[config.mk]
export PLATFORM = sky130hd
export DESIGN_NAME = branch_resolver
export DESIGN_NICKNAME = d
export VERILOG_FILES = /design/src/rtl/branch_resolver.sv
export SDC_FILE = /design/constraint.sdc
export NUM_CORES = 1
export LEC_CHECK = 0
export CORE_MARGIN = 2
export CORE_UTILIZATION = 46
export DETAILED_ROUTE_END_ITERATION = 7
export PLACE_DENSITY = 0.92
export SLEW_MARGIN = 20
export SYNTH_ARGS = -nofsm -noshare
export SYNTH_HDL_FRONTEND = slang
export SYNTH_SLANG_ARGS = --single-unit
[constraint.sdc]
create_clock -name clk -period 3.6 [get_ports clk]
set_input_delay 1.08 -clock clk [delete_from_list [all_inputs] [get_ports clk]]
set_output_delay 1.08 -clock clk [all_outputs]
set_load 0.02 [all_outputs]
[src/rtl/branch_resolver.sv]
// Carries fetch-stage direction predictions to M, resolves them and
// drives the misprediction redirect plus saturating perf counters.
module branch_resolver #(
  parameter int PC_WIDTH  = 32,
  parameter int CNT_WIDTH = 32
) (
  input  logic                 clk,
  input  logic                 rst_n,
  input  logic                 pcsrcPF,
  input  logic                 stallD,
  input  logic                 stallE,
  input  logic                 stallM,
  input  logic                 flushD,
  input  logic                 flushE,
  input  logic                 flushM,
  input  logic                 stallF,
  input  logic                 branchM,
  input  logic                 pcsrcM,
  input  logic [PC_WIDTH-1:0]  targetM,
  input  logic [PC_WIDTH-1:0]  pc_plus8M,
  output logic                 pcsrcPM,
  output logic                 mispredictM,
  output logic                 redirect_valid,
  output logic [PC_WIDTH-1:0]  redirect_pc,
  output logic                 flush_fde,
  output logic [CNT_WIDTH-1:0] branch_cnt,
  output logic [CNT_WIDTH-1:0] mispred_cnt
);

  localparam logic [0:0] IDLE = 1'b0;
  localparam logic [0:0] HOLD = 1'b1;

  logic                predD;
  logic                predE;
  logic                predM;
  logic [0:0]          state;
  logic [PC_WIDTH-1:0] holdPc;
  logic [PC_WIDTH-1:0] fixPc;
  logic                resolve;
  logic                inHold;

  assign resolve = branchM & ~stallM;
  assign inHold  = (state == HOLD);
  assign fixPc   = pcsrcM ? targetM : pc_plus8M;
  assign pcsrcPM = predM;

  assign mispredictM    = resolve & (predM ^ pcsrcM) & ~inHold;
  assign redirect_valid = inHold | mispredictM;
  assign flush_fde      = redirect_valid;
  assign redirect_pc    = inHold ? holdPc : fixPc;

  // Flush beats stall beats load on every stage.
  always_ff @(posedge clk) begin
    if (!rst_n) begin
      predD <= 1'b0;
      predE <= 1'b0;
      predM <= 1'b0;
    end else begin
      if (flushD)       predD <= 1'b0;
      else if (!stallD) predD <= pcsrcPF;
      if (flushE)       predE <= 1'b0;
      else if (!stallE) predE <= predD;
      if (flushM)       predM <= 1'b0;
      else if (!stallM) predM <= predE;
    end
  end

  always_ff @(posedge clk) begin
    if (!rst_n) begin
      state  <= IDLE;
      holdPc <= '0;
    end else begin
      unique case (state)
        IDLE: begin
          if (mispredictM && stallF) begin
            holdPc <= fixPc;
            state  <= HOLD;
          end
        end
        HOLD: begin
          if (!stallF) state <= IDLE;
        end
        default: state <= IDLE;
      endcase
    end
  end

  always_ff @(posedge clk) begin
    if (!rst_n) begin
      branch_cnt  <= '0;
      mispred_cnt <= '0;
    end else begin
      if (resolve && (branch_cnt != '1))
        branch_cnt <= branch_cnt + 1'b1;
      if (mispredictM && (mispred_cnt != '1))
        mispred_cnt <= mispred_cnt + 1'b1;
    end
  end

endmodule
==> flow_metrics.py <==
metrics = {
    "outcome": {
        "status": "finished, final reports clean",
    },
    "logic_synthesis": {
        "yosysSeqAreaShare_pct": 37.8,
        "synth_fp_nets": 691,
        "synth_area_leaders": "dfxtp_1, mux2_2, a21oi_1",
        "ys_async_sr_fraction_pct": 0,
        "yosysUniqueCellTypes": 53,
        "yosys.area.top_type": "dfxtp_1",
        "synth-seq-cells": 100,
        "synth_area_per_cell_um2": 8.63,
        "synth_most_common_cell": "dfxtp_1",
        "yosys_warnings": 0,
        "ys.flop_type": "dfxtp_1",
        "synth_edf_count": 0,
        "synthCells": 613,
        "synth.top_cell.area_share_pct": 37.8,
        "syn_area_mm2": 0.00529,
        "synth_common_cells": "dfxtp_1, a21oi_1, mux2_2",
    },
    "timing": {
        "min_period_over_period_pct": 98.2,
        "rsz0062_at_grt": "no",
        "worst_slack_ns": 0.0649,
        "fmax_ghz": 0.283,
        "worst_pin_slew_ns": 0.772,
        "hold_viol_final": 0,
        "setup_viol": 0,
        "fin_skew_ns": 0.0101,
        "fin_crit_ns": 3.54,
        "relSlewSlack_pct": 48.3,
        "maxSlewViolCount": 0,
    },
    "drt": {
        "drt-total-wl_mm": 14.2,
        "drcViolationCount": 0,
        "vias_per_cell": 5.55,
        "first_iter_violations": 362,
        "postRouteAntennaNets": 0,
        "vias": 5166,
        "dr.pass1.iters": 5,
        "wl_per_cell_um": 15.2,
    },
    "worst_setup_path": {
        "path_buf_inv": 3,
        "crit_chain": "clkdlybuf4s50_1, or3b_4, or2_2, inv_2, buf_2",
        "path_class": "input pin to output pin",
        "cpPeakStageDelay_ns": 0.42,
        "rr_startpoint": "mispred_cnt[19]",
        "worstPathArrival_ns": 2.46,
        "critical_path.startpoint_type": "input pin",
        "reg2reg_to": "mispred_cnt[3]",
        "critical_path.top_delay_family": "simple AND/OR/NAND/NOR gates",
        "critPathMaxFanout": 2,
        "crit_path_end_kind": "output pin",
        "critical_path_required_ns": 2.52,
        "slowest_stage": "clkdlybuf4s50_1",
        "r2r_cells": 5,
        "r2r_slack_ns": 1.19,
    },
    "placement": {
        "place_ws_ns": -0.498,
        "io_buffers": 175,
        "dp.cells": 913,
        "post-dp-hpwl_mm": 10.2,
        "place.gp.congestion": 0.774,
    },
    "floorplanning": {
        "initial_core_util_pct": 46.7,
        "rows": 39,
        "die_area_mm2": 0.0124,
        "die_y_um": 111,
        "core_area_mm2": 0.0113,
        "ios": 176,
        "die_w_um": 111,
    },
    "grt": {
        "grt_max_degree": 65,
        "grt_pass1_wl_mm": 23.7,
        "grt_pass1_vias": 4887,
        "grt_usage_pct": 22.7,
        "grt_antenna_before_repair": 0,
        "gr-total-overflow": 0,
    },
    "hold_path": {
        "holdPathStages": 2,
        "min_to": "holdPc[14]",
        "hold_path_class": "flip-flop to flip-flop",
        "hold_start": "holdPc[14]",
    },
    "clock_tree": {
        "htreeDepth": 3,
        "numCtsBuffers": 9,
        "cts_root_buffer": "clkbuf_16",
        "cts_max_path_buffers": 2,
        "cts.clk_slew.worst_paths_ns": 0.07,
        "cts_tree": "done",
        "cts_sinks": 100,
        "clock_latency_ns": 0.33,
    },
    "power": {
        "power.leakage_nw": 2.47,
        "ir_drop_v": 0.000273,
        "power.density_mw_per_mm2": 323,
    },
    "layout": {
        "regArea_mm2": 0.00200,
        "finalNonFillerCells": 931,
        "drive_above_1_share_pct": 15.4,
        "antenna_cells": 0,
        "multi_input_area_mm2": 0.00310,
        "num-fill-cells": 932,
        "fin_nets": 861,
        "syn2layout_area_growth_pct": 42.3,
    },
    "flow_run": {
        "max-cap-violations": 0,
    },
}
per-stage QoR:
stage          cell area (um2)  hold slack (ns)  setup TNS [ns]  utilization (%)  power [mW]
5_1_grt                   7530            0.493               0             66.5        2.52
4_1_cts                   7510            0.473         -0.0827             66.4        2.45
6_report                  7530            0.474               0             66.5        2.43
3_3_place_gp              7230            0.455          -16.13             63.9        1.50
3_5_place_dp              7230            0.462          -16.34             63.9        1.50
2_1_floorplan             5290            0.446               0                -        1.32
state kept, by name, indices dropped and copies added, names as in the netlist:
register	count
mispred_cnt	32
holdPc	32
branch_cnt	32
predE	1
pcsrcPM	1
inHold	1
predD	1
final cells by class:
class                           count  share of cell area, %
Clock buffer                       11                   3.09
Clock inverter                      5                  0.814
Inverter                           10                  0.499
Multi-Input combinational cell    468                   41.2
Sequential cell                   100                   26.6
Tap cell                          143                   2.38
Timing Repair Buffer              194                   25.4
worst reg2reg max path: stages, from the launching register on:
cell and delay, ns:
dfxtp_1 0.41, nand4_1 0.27, or3_1 0.55, nor3_2 0.67, o21ai_0 0.24, a21oi_1 0.19
how the worst max path moves through the flow:
stage | slack (ns) | cells after the start | from | to
finish | 0.06 | 5 | stallM | mispredictM
CTS | -0.02 | 5 | pcsrcM | redirect_pc[17]
global route | 0.02 | 5 | stallM | mispredictM
detailed placement | -0.50 | 5 | pcsrcM | redirect_pc[17]
global placement | -0.49 | 5 | pcsrcM | redirect_pc[19]
floorplan | 0.19 | 4 | pcsrcM | redirect_pc[10]
where the power goes:
part           total (mW)  internal [mW]  leakage (nW)  switching [mW]
Sequential           1.12           1.12         0.807         0.00771
Clock               0.970          0.543         0.132           0.427
Combinational       0.336          0.188          1.53           0.148
placed cells by master, fill, tap and decap left out, types with 2 or more instances in the layout:
| cell | netlist | layout |
|---|---|---|
| buf_4 | 4 | 14 |
| nor4_1 | 4 | 4 |
| clkdlybuf4s15_2 | 0 | 3 |
| and4_1 | 11 | 11 |
| nand2b_1 | 38 | 38 |
| o31ai_1 | 11 | 10 |
| clkbuf_16 | 0 | 10 |
| or2_2 | 3 | 3 |
| ha_1 | 2 | 2 |
| o211ai_1 | 2 | 2 |
| and3_1 | 6 | 6 |
| buf_12 | 0 | 3 |
| nor3_1 | 6 | 6 |
| inv_2 | 1 | 2 |
| o21ai_0 | 39 | 39 |
| nand3_1 | 25 | 25 |
| or4_1 | 11 | 11 |
| clkbuf_1 | 23 | 2 |
| or4b_2 | 2 | 2 |
| o41ai_1 | 3 | 3 |
| nor2_1 | 12 | 12 |
| a21oi_1 | 83 | 83 |
| xor2_1 | 2 | 2 |
| dfxtp_1 | 100 | 100 |
| dlygate4sd2_1 | 0 | 30 |
| clkdlybuf4s50_1 | 0 | 138 |
| nand2_1 | 56 | 56 |
| mux2i_1 | 6 | 6 |
| xnor2_1 | 5 | 5 |
| clkinvlp_4 | 0 | 3 |
| inv_1 | 9 | 8 |
| buf_2 | 7 | 2 |
| mux2_2 | 64 | 64 |
| nand4_1 | 17 | 17 |
| or3_1 | 37 | 37 |
| o31ai_2 | 1 | 2 |
| clkbuf_2 | 1 | 2 |
cells by family (layout without fill, tap and decap cells):
logic type | count (synthesis) | in the layout | synth area share, %
muxes | 70 | 70 | 14.8
adders and majority gates | 2 | 2 | 0.473
buffers and inverters | 45 | 220 | 3.67
and+or+nand+nor | 243 | 243 | 26.9
DFF | 100 | 100 | 37.8
xor gates and xnor gates | 7 | 7 | 1.16
AOI/OAI and AO/OA | 146 | 146 | 15.2
layer usage:
| layer | vias up | wire, um | track usage (%) |
|---|---|---|---|
| met1 | 2393 | 6260 | 29.4 |
| li1 | 2595 | - | - |
| met3 | 16 | 854 | 4.76 |
| met5 | - | 0 | 0 |
| met4 | 0 | 191 | 6.01 |
| met2 | 162 | 6870 | 38.5 |
repair_timing:
item / 4_1_cts / 5_1_grt
gates resized for setup: 51 / 5
endpoints found under the hold margin: 0 / 0
hold buffers: 0 / 0
setup buffers: 0 / 0
cloned: 1 / 1
setup endpoints to repair: 35 / 31
(Power assumes the default switching activity.)
